===== config.mk =====
export PLATFORM = sky130hd
export DESIGN_NAME = axi_lsu_master_flat
export DESIGN_NICKNAME = d
export VERILOG_FILES = /design/src/rtl/npu_axi_pkg.sv /design/src/rtl/axi_lsu_master_if.sv /design/src/rtl/lsu_lane_align.sv /design/src/rtl/axi_lsu_master.sv /design/src/flat_wrapper.sv
export SDC_FILE = /design/constraint.sdc
export NUM_CORES = 1
export LEC_CHECK = 0
export ABC_AREA = 1
export CAP_MARGIN = 25
export CORE_UTILIZATION = 48
export CTS_CLUSTER_SIZE = 20
export DETAILED_ROUTE_END_ITERATION = 8
export PLACE_DENSITY = 0.94
export RECOVER_POWER = 50
export SYNTH_ARGS = -nofsm -noshare
export SYNTH_HDL_FRONTEND = slang
export SYNTH_HIERARCHICAL = 1
export SYNTH_SLANG_ARGS = --single-unit

===== constraint.sdc =====
create_clock -name M_AXI_ACLK -period 2.6 [get_ports M_AXI_ACLK]
set_clock_uncertainty 0.2 [all_clocks]
set_input_delay 0.65 -clock M_AXI_ACLK [delete_from_list [all_inputs] [get_ports M_AXI_ACLK]]
set_output_delay 0.65 -clock M_AXI_ACLK [all_outputs]
set_load 0.05 [all_outputs]

===== src/rtl/npu_axi_pkg.sv =====
// Shared types and constants for the LSU-side AXI4 initiator.
package npu_axi_pkg;

  typedef enum logic [2:0] {
    IDLE,
    RD_ADDR,
    RD_DATA,
    WR_REQ,
    WR_RESP,
    DONE,
    ERR
  } state_t;

  localparam logic [1:0] SIZE_B = 2'd0;
  localparam logic [1:0] SIZE_H = 2'd1;
  localparam logic [1:0] SIZE_W = 2'd2;

  localparam logic [1:0] BURST_INCR = 2'b01;

  localparam logic [1:0] RESP_OKAY   = 2'b00;
  localparam logic [1:0] RESP_EXOKAY = 2'b01;
  localparam logic [1:0] RESP_SLVERR = 2'b10;
  localparam logic [1:0] RESP_DECERR = 2'b11;

endpackage


===== src/rtl/axi_lsu_master_if.sv =====
// AXI4 single-beat bus between the LSU initiator and its slaves.
// Handshake: a beat transfers on a rising edge where VALID and READY are both
// high; VALID and payload hold until then, READY may rise before VALID.
interface axi_lsu_master_if #(
  parameter int ADDR_WIDTH = 32,
  parameter int DATA_WIDTH = 32
);
  logic [3:0]              awid;
  logic [ADDR_WIDTH-1:0]   awaddr;
  logic [7:0]              awlen;
  logic [2:0]              awsize;
  logic [1:0]              awburst;
  logic                    awvalid;
  logic                    awready;

  logic [DATA_WIDTH-1:0]   wdata;
  logic [DATA_WIDTH/8-1:0] wstrb;
  logic                    wlast;
  logic                    wvalid;
  logic                    wready;

  logic [3:0]              bid;
  logic [1:0]              bresp;
  logic                    bvalid;
  logic                    bready;

  logic [3:0]              arid;
  logic [ADDR_WIDTH-1:0]   araddr;
  logic [7:0]              arlen;
  logic [2:0]              arsize;
  logic [1:0]              arburst;
  logic                    arvalid;
  logic                    arready;

  logic [3:0]              rid;
  logic [DATA_WIDTH-1:0]   rdata;
  logic [1:0]              rresp;
  logic                    rlast;
  logic                    rvalid;
  logic                    rready;

  modport master (
    output awid, awaddr, awlen, awsize, awburst, awvalid, input awready,
    output wdata, wstrb, wlast, wvalid, input wready,
    input  bid, bresp, bvalid, output bready,
    output arid, araddr, arlen, arsize, arburst, arvalid, input arready,
    input  rid, rdata, rresp, rlast, rvalid, output rready
  );

  modport slave (
    input  awid, awaddr, awlen, awsize, awburst, awvalid, output awready,
    input  wdata, wstrb, wlast, wvalid, output wready,
    output bid, bresp, bvalid, input bready,
    input  arid, araddr, arlen, arsize, arburst, arvalid, output arready,
    output rid, rdata, rresp, rlast, rvalid, input rready
  );
endinterface


===== src/rtl/lsu_lane_align.sv =====
// Byte-lane steering for a 32-bit bus: store strobe/shift, load extract/extend,
// and the alignment check for the incoming request.
module lsu_lane_align
  import npu_axi_pkg::*;
(
  input  logic [1:0]  st_off,
  input  logic [1:0]  st_size,
  input  logic [31:0] st_wdata,
  input  logic [1:0]  ld_off,
  input  logic [1:0]  ld_size,
  input  logic        ld_signed,
  input  logic [31:0] ld_rdata,
  output logic        misaligned,
  output logic [3:0]  st_wstrb,
  output logic [31:0] st_wdata_aligned,
  output logic [31:0] ld_rdata_ext
);

  logic [31:0] ld_shifted;

  always_comb begin
    misaligned = 1'b0;
    st_wstrb   = 4'b0000;
    case (st_size)
      SIZE_B: st_wstrb = 4'b0001 << st_off;
      SIZE_H: begin
        st_wstrb   = 4'b0011 << st_off;
        misaligned = st_off[0];
      end
      SIZE_W: begin
        st_wstrb   = 4'b1111;
        misaligned = |st_off;
      end
      default: misaligned = 1'b1;
    endcase
  end

  assign st_wdata_aligned = st_wdata << {st_off, 3'b000};
  assign ld_shifted       = ld_rdata >> {ld_off, 3'b000};

  always_comb begin
    ld_rdata_ext = ld_shifted;
    case (ld_size)
      SIZE_B: ld_rdata_ext = {{24{ld_signed & ld_shifted[7]}}, ld_shifted[7:0]};
      SIZE_H: ld_rdata_ext = {{16{ld_signed & ld_shifted[15]}}, ld_shifted[15:0]};
      default: ld_rdata_ext = ld_shifted;
    endcase
  end

endmodule


===== src/rtl/axi_lsu_master.sv =====
// Single-outstanding AXI4 initiator: one LSU load/store becomes one single-beat
// AXI transaction, completed by a one-cycle resp_valid pulse.
module axi_lsu_master
  import npu_axi_pkg::*;
#(
  parameter int         ADDR_WIDTH = 32,
  parameter int         DATA_WIDTH = 32,
  parameter logic [3:0] AXI_ID     = 4'h0
) (
  input  logic                  M_AXI_ACLK,
  input  logic                  M_AXI_ARESETN,
  input  logic                  req_valid,
  output logic                  req_ready,
  input  logic                  req_wen,
  input  logic [1:0]            req_size,
  input  logic                  req_signed,
  input  logic [ADDR_WIDTH-1:0] req_addr,
  input  logic [DATA_WIDTH-1:0] req_wdata,
  output logic                  resp_valid,
  output logic [DATA_WIDTH-1:0] resp_rdata,
  output logic                  resp_err,
  output state_t                state_dbg,
  axi_lsu_master_if.master      m_axi
);

  state_t      state;
  logic [1:0]  off_q;
  logic [1:0]  size_q;
  logic        signed_q;

  logic        misaligned;
  logic [3:0]  st_wstrb;
  logic [31:0] st_wdata_aligned;
  logic [31:0] ld_rdata_ext;
  logic        aw_done;
  logic        w_done;
  logic        unused_sink;

  lsu_lane_align u_lane (
    .st_off           (req_addr[1:0]),
    .st_size          (req_size),
    .st_wdata         (req_wdata),
    .ld_off           (off_q),
    .ld_size          (size_q),
    .ld_signed        (signed_q),
    .ld_rdata         (m_axi.rdata),
    .misaligned       (misaligned),
    .st_wstrb         (st_wstrb),
    .st_wdata_aligned (st_wdata_aligned),
    .ld_rdata_ext     (ld_rdata_ext)
  );

  assign m_axi.awid    = AXI_ID;
  assign m_axi.awlen   = 8'd0;
  assign m_axi.awburst = BURST_INCR;
  assign m_axi.wlast   = 1'b1;
  assign m_axi.arid    = AXI_ID;
  assign m_axi.arlen   = 8'd0;
  assign m_axi.arburst = BURST_INCR;

  assign req_ready = (state == IDLE);
  assign state_dbg = state;
  assign unused_sink = ^{m_axi.bid, m_axi.rid, m_axi.rlast, m_axi.bresp[0], m_axi.rresp[0]};

  // A channel counts as done once its VALID has dropped or is handshaking now,
  // so AW and W may complete in either order without being re-issued.
  assign aw_done = !m_axi.awvalid || m_axi.awready;
  assign w_done  = !m_axi.wvalid  || m_axi.wready;

  always_ff @(posedge M_AXI_ACLK or negedge M_AXI_ARESETN) begin
    if (!M_AXI_ARESETN) begin
      state          <= IDLE;
      off_q          <= 2'd0;
      size_q         <= 2'd0;
      signed_q       <= 1'b0;
      m_axi.awaddr   <= '0;
      m_axi.awsize   <= 3'd0;
      m_axi.awvalid  <= 1'b0;
      m_axi.wdata    <= '0;
      m_axi.wstrb    <= '0;
      m_axi.wvalid   <= 1'b0;
      m_axi.bready   <= 1'b0;
      m_axi.araddr   <= '0;
      m_axi.arsize   <= 3'd0;
      m_axi.arvalid  <= 1'b0;
      m_axi.rready   <= 1'b0;
      resp_valid     <= 1'b0;
      resp_err       <= 1'b0;
      resp_rdata     <= '0;
    end else begin
      resp_valid <= 1'b0;
      case (state)
        IDLE: begin
          if (req_valid) begin
            off_q      <= req_addr[1:0];
            size_q     <= req_size;
            signed_q   <= req_signed;
            resp_err   <= 1'b0;
            resp_rdata <= '0;
            if (misaligned) begin
              state      <= ERR;
              resp_valid <= 1'b1;
              resp_err   <= 1'b1;
            end else if (req_wen) begin
              state         <= WR_REQ;
              m_axi.awaddr  <= req_addr;
              m_axi.awsize  <= {1'b0, req_size};
              m_axi.awvalid <= 1'b1;
              m_axi.wdata   <= st_wdata_aligned;
              m_axi.wstrb   <= st_wstrb;
              m_axi.wvalid  <= 1'b1;
            end else begin
              state         <= RD_ADDR;
              m_axi.araddr  <= req_addr;
              m_axi.arsize  <= {1'b0, req_size};
              m_axi.arvalid <= 1'b1;
            end
          end
        end
        WR_REQ: begin
          if (m_axi.awvalid && m_axi.awready) m_axi.awvalid <= 1'b0;
          if (m_axi.wvalid && m_axi.wready)   m_axi.wvalid  <= 1'b0;
          if (aw_done && w_done) begin
            state        <= WR_RESP;
            m_axi.bready <= 1'b1;
          end
        end
        WR_RESP: begin
          if (m_axi.bvalid) begin
            state        <= DONE;
            m_axi.bready <= 1'b0;
            resp_valid   <= 1'b1;
            resp_err     <= m_axi.bresp[1];
            resp_rdata   <= '0;
          end
        end
        RD_ADDR: begin
          if (m_axi.arready) begin
            state         <= RD_DATA;
            m_axi.arvalid <= 1'b0;
            m_axi.rready  <= 1'b1;
          end
        end
        RD_DATA: begin
          if (m_axi.rvalid) begin
            state        <= DONE;
            m_axi.rready <= 1'b0;
            resp_valid   <= 1'b1;
            resp_err     <= m_axi.rresp[1];
            resp_rdata   <= m_axi.rresp[1] ? '0 : ld_rdata_ext;
          end
        end
        DONE, ERR: state <= IDLE;
        default:   state <= IDLE;
      endcase
    end
  end

endmodule

===== src/flat_wrapper.sv =====
// flat-port wrapper written by rule: the top's interface ports become plain ports
module axi_lsu_master_flat import npu_axi_pkg::*;
#(
  parameter int         ADDR_WIDTH = 32,
  parameter int         DATA_WIDTH = 32,
  parameter logic [3:0] AXI_ID     = 4'h0
)
  (M_AXI_ACLK, M_AXI_ARESETN, req_valid, req_ready, req_wen, req_size, req_signed, req_addr, req_wdata, resp_valid, resp_rdata, resp_err, state_dbg, m_axi_awid, m_axi_awaddr, m_axi_awlen, m_axi_awsize, m_axi_awburst, m_axi_awvalid, m_axi_awready, m_axi_wdata, m_axi_wstrb, m_axi_wlast, m_axi_wvalid, m_axi_wready, m_axi_bid, m_axi_bresp, m_axi_bvalid, m_axi_bready, m_axi_arid, m_axi_araddr, m_axi_arlen, m_axi_arsize, m_axi_arburst, m_axi_arvalid, m_axi_arready, m_axi_rid, m_axi_rdata, m_axi_rresp, m_axi_rlast, m_axi_rvalid, m_axi_rready);
  axi_lsu_master_if #(.ADDR_WIDTH(ADDR_WIDTH), .DATA_WIDTH(DATA_WIDTH)) m_axi_i ();
  input  logic M_AXI_ACLK;
  input  logic M_AXI_ARESETN;
  input  logic req_valid;
  output logic req_ready;
  input  logic req_wen;
  input  logic [1:0] req_size;
  input  logic req_signed;
  input  logic [ADDR_WIDTH-1:0] req_addr;
  input  logic [DATA_WIDTH-1:0] req_wdata;
  output logic resp_valid;
  output logic [DATA_WIDTH-1:0] resp_rdata;
  output logic resp_err;
  output state_t state_dbg;
  output wire logic [$bits(m_axi_i.awid)-1:0] m_axi_awid;
  output wire logic [$bits(m_axi_i.awaddr)-1:0] m_axi_awaddr;
  output wire logic [$bits(m_axi_i.awlen)-1:0] m_axi_awlen;
  output wire logic [$bits(m_axi_i.awsize)-1:0] m_axi_awsize;
  output wire logic [$bits(m_axi_i.awburst)-1:0] m_axi_awburst;
  output wire logic [$bits(m_axi_i.awvalid)-1:0] m_axi_awvalid;
  input wire logic [$bits(m_axi_i.awready)-1:0] m_axi_awready;
  output wire logic [$bits(m_axi_i.wdata)-1:0] m_axi_wdata;
  output wire logic [$bits(m_axi_i.wstrb)-1:0] m_axi_wstrb;
  output wire logic [$bits(m_axi_i.wlast)-1:0] m_axi_wlast;
  output wire logic [$bits(m_axi_i.wvalid)-1:0] m_axi_wvalid;
  input wire logic [$bits(m_axi_i.wready)-1:0] m_axi_wready;
  input wire logic [$bits(m_axi_i.bid)-1:0] m_axi_bid;
  input wire logic [$bits(m_axi_i.bresp)-1:0] m_axi_bresp;
  input wire logic [$bits(m_axi_i.bvalid)-1:0] m_axi_bvalid;
  output wire logic [$bits(m_axi_i.bready)-1:0] m_axi_bready;
  output wire logic [$bits(m_axi_i.arid)-1:0] m_axi_arid;
  output wire logic [$bits(m_axi_i.araddr)-1:0] m_axi_araddr;
  output wire logic [$bits(m_axi_i.arlen)-1:0] m_axi_arlen;
  output wire logic [$bits(m_axi_i.arsize)-1:0] m_axi_arsize;
  output wire logic [$bits(m_axi_i.arburst)-1:0] m_axi_arburst;
  output wire logic [$bits(m_axi_i.arvalid)-1:0] m_axi_arvalid;
  input wire logic [$bits(m_axi_i.arready)-1:0] m_axi_arready;
  input wire logic [$bits(m_axi_i.rid)-1:0] m_axi_rid;
  input wire logic [$bits(m_axi_i.rdata)-1:0] m_axi_rdata;
  input wire logic [$bits(m_axi_i.rresp)-1:0] m_axi_rresp;
  input wire logic [$bits(m_axi_i.rlast)-1:0] m_axi_rlast;
  input wire logic [$bits(m_axi_i.rvalid)-1:0] m_axi_rvalid;
  output wire logic [$bits(m_axi_i.rready)-1:0] m_axi_rready;
  assign m_axi_awid = m_axi_i.awid;
  assign m_axi_awaddr = m_axi_i.awaddr;
  assign m_axi_awlen = m_axi_i.awlen;
  assign m_axi_awsize = m_axi_i.awsize;
  assign m_axi_awburst = m_axi_i.awburst;
  assign m_axi_awvalid = m_axi_i.awvalid;
  assign m_axi_i.awready = m_axi_awready;
  assign m_axi_wdata = m_axi_i.wdata;
  assign m_axi_wstrb = m_axi_i.wstrb;
  assign m_axi_wlast = m_axi_i.wlast;
  assign m_axi_wvalid = m_axi_i.wvalid;
  assign m_axi_i.wready = m_axi_wready;
  assign m_axi_i.bid = m_axi_bid;
  assign m_axi_i.bresp = m_axi_bresp;
  assign m_axi_i.bvalid = m_axi_bvalid;
  assign m_axi_bready = m_axi_i.bready;
  assign m_axi_arid = m_axi_i.arid;
  assign m_axi_araddr = m_axi_i.araddr;
  assign m_axi_arlen = m_axi_i.arlen;
  assign m_axi_arsize = m_axi_i.arsize;
  assign m_axi_arburst = m_axi_i.arburst;
  assign m_axi_arvalid = m_axi_i.arvalid;
  assign m_axi_i.arready = m_axi_arready;
  assign m_axi_i.rid = m_axi_rid;
  assign m_axi_i.rdata = m_axi_rdata;
  assign m_axi_i.rresp = m_axi_rresp;
  assign m_axi_i.rlast = m_axi_rlast;
  assign m_axi_i.rvalid = m_axi_rvalid;
  assign m_axi_rready = m_axi_i.rready;
  axi_lsu_master #(.ADDR_WIDTH(ADDR_WIDTH), .DATA_WIDTH(DATA_WIDTH), .AXI_ID(AXI_ID)) u_core (.M_AXI_ACLK(M_AXI_ACLK), .M_AXI_ARESETN(M_AXI_ARESETN), .req_valid(req_valid), .req_ready(req_ready), .req_wen(req_wen), .req_size(req_size), .req_signed(req_signed), .req_addr(req_addr), .req_wdata(req_wdata), .resp_valid(resp_valid), .resp_rdata(resp_rdata), .resp_err(resp_err), .state_dbg(state_dbg), .m_axi(m_axi_i));
endmodule

=== Word-level counts from Yosys, hierarchy flattened ===
Cells that the tools add are included.

* Multiplexer cells: 43
* Bitwise gates (word level): 4
* Eq/ne operators: 17
* Reductions and logical operators: 26
* Shift operators: 4

{| class="wikitable"
|+ Operators with widths
! operator !! count
|-
| two-way mux 32 bit || 4
|-
| one-hot mux 32 bit (3 select lines) || 1
|-
| one-hot mux 32 bit (2 select lines) || 1
|-
| left shift 32 x 5 -> 32 bit || 1
|-
| right shift 32 x 5 -> 32 bit || 1
|-
| two-way mux 1 bit || 20
|-
| AND reduction 5 bit || 4
|-
| two-way mux 3 bit || 6
|-
| one-hot mux 3 bit (5 select lines) || 1
|-
| inequality test 2 bit, second input constant || 6
|-
| one-hot mux 4 bit (3 select lines) || 1
|-
| AND reduction 4 bit || 3
|-
| one-hot mux 1 bit (2 select lines) || 5
|-
| one-hot mux 1 bit (3 select lines) || 3
|-
| inequality test 2 x 1 -> 1 bit, second input constant || 4
|-
| nonzero test 2 bit || 4
|-
| equality test 3 x 2 -> 1 bit, second input constant || 2
|-
| AND reduction 3 bit || 2
|-
| equality test 2 x 1 -> 1 bit, second input constant || 2
|-
| logical NOT 2 bit || 2
|-
| left shift 1 x 2 -> 4 bit, first input constant || 1
|-
| left shift 2 x 2 -> 4 bit, first input constant || 1
|-
| equality test 3 x 1 -> 1 bit, second input constant || 1
|-
| equality test 3 bit, second input constant || 1
|-
| 11 further kinds || 17
|}

* Logic and storage cells: 112
* Bits in registers: 151
* Input bits: 121
* Output and inout bits: 178

=== Logic depth before layout (Yosys ltp) ===
Gate-level depths: netlist of run 1.

* Depth in word-level cells: 6
* Mapped depth: 11
* Gate-level depth less buffers: 9

=== By module ===
Netlist of run 1, hierarchy kept.

{| class="wikitable"
|+ Modules (own cells, without submodules)
! module !! sequential area each (um2) !! area each (um2) !! times used !! cells an instance
|-
| axi_lsu_master || 3778.6 || 6198.4 || 1 || 684
|-
| lsu_lane_align || 0.0 || 1447.6 || 1 || 273
|}

=== Worst setup path before layout of run 1 ===
No wires, ideal clock.

* Path type: flip-flop to output port
* From: register u_core.state[0], in the netlist u_core/state_dbg[0]
* To: output req_ready
* Data required time: 1.750 ns
* Setup slack: 0.134 ns
* Arrival time: 1.616 ns
* Stages on the path, launching flop included: 4
* Cells stage by stage: dfrtp_1 -> inv_2 -> nand2_1 -> nor2_1

* Cells in the longest elaborated chain, start to end: 1

{| class="wikitable"
|+ Ends and longest elaborated chain
! what !! RTL line !! source
|-
| start, declared || axi_lsu_master.sv:26 || <nowiki>state_t state;</nowiki>
|-
| start signal, assigned || axi_lsu_master.sv:72 || <nowiki>state <= IDLE;</nowiki>
|-
| start signal, assigned || axi_lsu_master.sv:101 || <nowiki>state <= ERR;</nowiki>
|-
| start signal, assigned || axi_lsu_master.sv:105 || <nowiki>state <= WR_REQ;</nowiki>
|-
| logical NOT 3 bit || axi_lsu_master.sv:61 || <nowiki>assign req_ready = (state == IDLE);</nowiki>
|-
| end, declared || flat_wrapper.sv:13 || <nowiki>output logic req_ready;</nowiki>
|}

Every way passes these cells.

=== Final worst setup path of run 1 ===
* From: register u_core.m_axi.wdata[10]
* To: output m_axi_wdata[10]

{| class="wikitable"
|+ RTL lines
! what !! RTL line !! source
|-
| start, declared || axi_lsu_master_if.sv:44 || <nowiki>output wdata, wstrb, wlast, wvalid, input wready,</nowiki>
|-
| start signal, assigned || axi_lsu_master.sv:109 || <nowiki>m_axi.wdata <= st_wdata_aligned;</nowiki>
|-
| end, declared || flat_wrapper.sv:30 || <nowiki>output wire logic [$bits(m_axi_i.wdata)-1:0] m_axi_wdata;</nowiki>
|}

No word-level cell between the ends.

==> flow_summary.json, run 1 <==
{
  "netlist_instances": 957,
  "drive_gt1_frac": 0.07380,
  "synthFlopType": "dfrtp_1",
  "fin_crit_sh": 0.9609,
  "area_growth_syn_to_layout_pct": 41.94,
  "cp_max_fo": 2,
  "hold_violations": 0,
  "syn_avg_cell_area_um2": 7.990,
  "clk_pin_slew_ns": 0.06,
  "fmax_ghz": 0.4003,
  "grtUsageMet3": 0.09725,
  "postRouteAntennaNets": 0,
  "synth_warnings": 6,
  "gr-total-overflow": 0,
  "num_vias": 7352,
  "power_frac_seq": 0.262,
  "die_area_um2": 16440,
  "slew_headroom": 0.2814,
  "worst_ep_required_time_ns": 1.75,
  "start_kind": "register",
  "cap_viol_max_count": 0,
  "crit_path_cell_trace": "clkdlybuf4s50_1",
  "drtIter0Drc": 584,
  "ios": 299,
  "cts_tree": "yes",
  "drt_wl_total_um": 22640,
  "ir_drop_v": 0.001057,
  "cellPowerDensity_nw_per_um2": 1398,
  "met1_usage": 0.3289,
  "status": "finished clean",
  "port_buffers": 256,
  "cp_top_family": "buffers and inverters",
  "start_util": 0.4974,
  "slowest_stage": "clkdlybuf4s50_1",
  "nets": 1318,
  "stdcell_area_um2": 10850,
  "rows": 45,
  "critPathBufInv": 1,
  "maxSlewViolCount": 0,
  "ys_ff_latch": 151,
  "arrival_ns": 1.65,
  "fp.dieH_um": 128.2,
  "die_w_um": 128.2,
  "swShare": 0.4946,
  "cts-root-buf": "clkbuf_16",
  "max_stage_delay_ns": 0.86,
  "p_comb_frac": 0.564,
  "cts_max_level": 4,
  "route.detailed.drc": 0,
  "clockBufferDepth": 2,
  "tns_ns": 0,
  "n_antenna_cell": 0,
  "clk_latency_ns": 0.41,
  "firstDrtPassIters": 5,
  "synth.distinct_cells": 34,
  "grt_pass1_wl_um": 35140,
  "worst_pin_slew_ns": 1.078,
  "syn_area_um2": 7646,
  "min-delay-path-class": "register to register",
  "async_flop_share": 1.000,
  "dp_hpwl_um": 16210,
  "routedWlPerCell_um": 15.98,
  "synth_edf_count": 0,
  "cp-end-kind": "output port",
  "clkPwrFrac": 0.174,
  "grt_usage": 0.2791,
  "power_mw": 15.17,
  "fin_crit_ns": 2.498,
  "gp_congestion": 0.9067,
  "grt_start_max_net_pins": 70,
  "global_route.usage.met2": 0.4639,
  "p_leak_nw": 5.367,
  "p_int_mw": 7.668,
  "fillerInstances": 1153,
  "clock-sinks": 151,
  "antenna_found_initial": 0,
  "busiest_layer": "met2",
  "cts_inserted_buffers": 17,
  "setup_violations": 0,
  "p_sw_mw": 7.504,
  "detail_route.vias_per_cell": 5.188,
  "yosysSeqAreaShare": 0.4942,
  "rsz0062_at_grt": "no",
  "crit_type": "register to output port",
  "grt_pass1_vias": 7065,
  "coreArea_um2": 15370,
  "dpl_cell_area_um2": 10280
}
synth_stat cells (14+ instances only):
master | instances | share of area
nand2_1 | 282 | 0.14
dfrtp_1 | 151 | 0.49
inv_1 | 99 | 0.049
o21ai_1 | 75 | 0.049
nand3_1 | 63 | 0.041
o21ai_0 | 63 | 0.041
nor2_1 | 35 | 0.017
buf_4 | 34 | 0.033
buf_2 | 26 | 0.017
a21oi_1 | 17 | 0.011
clkbuf_1 | 17 | 0.0083
nand3_2 | 15 | 0.020
a22oi_1 | 14 | 0.014
cells in the final DEF, fill, tap and decap left out, drive strengths merged, types with 3 or more instances in the layout:
| cell | n |
|---|---|
| a22oi | 14 |
| o21ai | 138 |
| bufinv | 5 |
| dfrtp | 151 |
| clkinvlp | 3 |
| clkbuf | 25 |
| inv | 105 |
| buf | 19 |
| nor2 | 39 |
| o22ai | 8 |
| clkdlybuf4s50 | 250 |
| o211ai | 13 |
| nand3 | 79 |
| clkinv | 3 |
| or2 | 9 |
| nand2 | 285 |
| conb | 31 |
| a21oi | 17 |
metal layers:
| layer | share of wire | wire length, um | vias up |
|---|---|---|---|
| met2 | 0.48 | 10970 | 398 |
| li1 | - | - | 3482 |
| met1 | 0.39 | 8726 | 3418 |
| met4 | 0.028 | 628 | 0 |
| met5 | 0 | 0 | - |
| met3 | 0.10 | 2313 | 54 |
area by class of cell:
| cell class | instances | area (um2) | share of cell area |
|---|---|---|---|
| Tap cell | 211 | 264.0 | 0.02433 |
| Multi-Input combinational cell | 642 | 3009 | 0.2773 |
| Inverter | 107 | 404.1 | 0.03724 |
| Sequential cell | 151 | 3779 | 0.3482 |
| Clock buffer | 19 | 442.9 | 0.04081 |
| Clock inverter | 9 | 177.7 | 0.01637 |
| Timing Repair Buffer | 278 | 2776 | 0.2558 |
cell families (layout without fill, tap and decap cells):
| family | Yosys count | after routing | synth area share |
|---|---|---|---|
| buf+inv | 193 | 413 | 0.1253 |
| other cells | 2 | 31 | 0.0009822 |
| compound gates | 194 | 194 | 0.1388 |
| simple gates | 417 | 417 | 0.2407 |
| flops | 151 | 151 | 0.4942 |
metrics by stage:
stage	utilization	hold slack, ns	worst slack (ns)	instances
2_1_floorplan	-	0.1544	0.1337	986
3_3_place_gp	0.6687	0.2564	-0.02088	1388
3_5_place_dp	0.6687	0.2666	-0.1265	1388
4_1_cts	0.7096	0.2807	0.08257	1417
5_1_grt	0.7061	0.2929	0.02239	1417
6_report	0.7061	0.2806	0.1016	1417
power by group through the flow:
stage / registers [mW] / clock network (mW) / logic [mW]
after global routing: 4.09 / 2.76 / 9.04
final: 3.98 / 2.64 / 8.56
after floorplan: 7.15 / 0 / 2.59
after CTS: 3.99 / 2.68 / 8.61
after detailed placement: 3.99 / 0 / 8.57
after global placement: 3.94 / 0 / 8.42
timing repair:
action                                  in CTS  in global routing
gates resized for setup                      1                  0
endpoints found under the setup margin       1                  0
buffers inserted                             0                  0
hold endpoints to repair                    41                  0
hold buffers                                 1                  0
sequential cells by signal, summed over array words and instances, names as in the netlist:
signal                flops
u_core/resp_err           1
u_core/resp_rdata        32
u_core/size_q             2
u_core/m_axi.wvalid       1
u_core/m_axi.awvalid      1
u_core/m_axi.araddr      32
u_core/state_dbg          3
u_core/off_q              2
u_core/m_axi.arvalid      1
u_core/resp_valid         1
u_core/m_axi.awsize       2
u_core/m_axi.arsize       2
u_core/m_axi.awaddr      32
u_core/m_axi.bready       1
u_core/m_axi.wstrb        4
u_core/signed_q           1
u_core/m_axi.wdata       32
u_core/m_axi.rready       1
path summary, 6_finish.rpt:
check	end	startpoint	cells past startpoint	slack (ns)
setup / recovery	m_axi_wdata[10]	u_core/m_axi.wdata[10]	1	0.10
hold / removal	u_core/resp_rdata[12]	u_core/resp_rdata[12]	2	0.28
setup reg to reg	u_core/m_axi.awaddr[11]	u_core/state_dbg[1]	7	0.37
hold reg to reg	u_core/resp_rdata[12]	u_core/resp_rdata[12]	2	0.28
max in group asynchronous	u_core/resp_rdata[11]	M_AXI_ARESETN	3	0.40
min in group asynchronous	u_core/resp_rdata[3]	M_AXI_ARESETN	2	0.78
Power figures use the tool's default switching activity.
==> run 2, diff against run 1 <==
Settings changed: SLEW_MARGIN from default to 20.
==> results of run 2 <==
No change in the layout: final DEF, timing and power equal those of run 1.
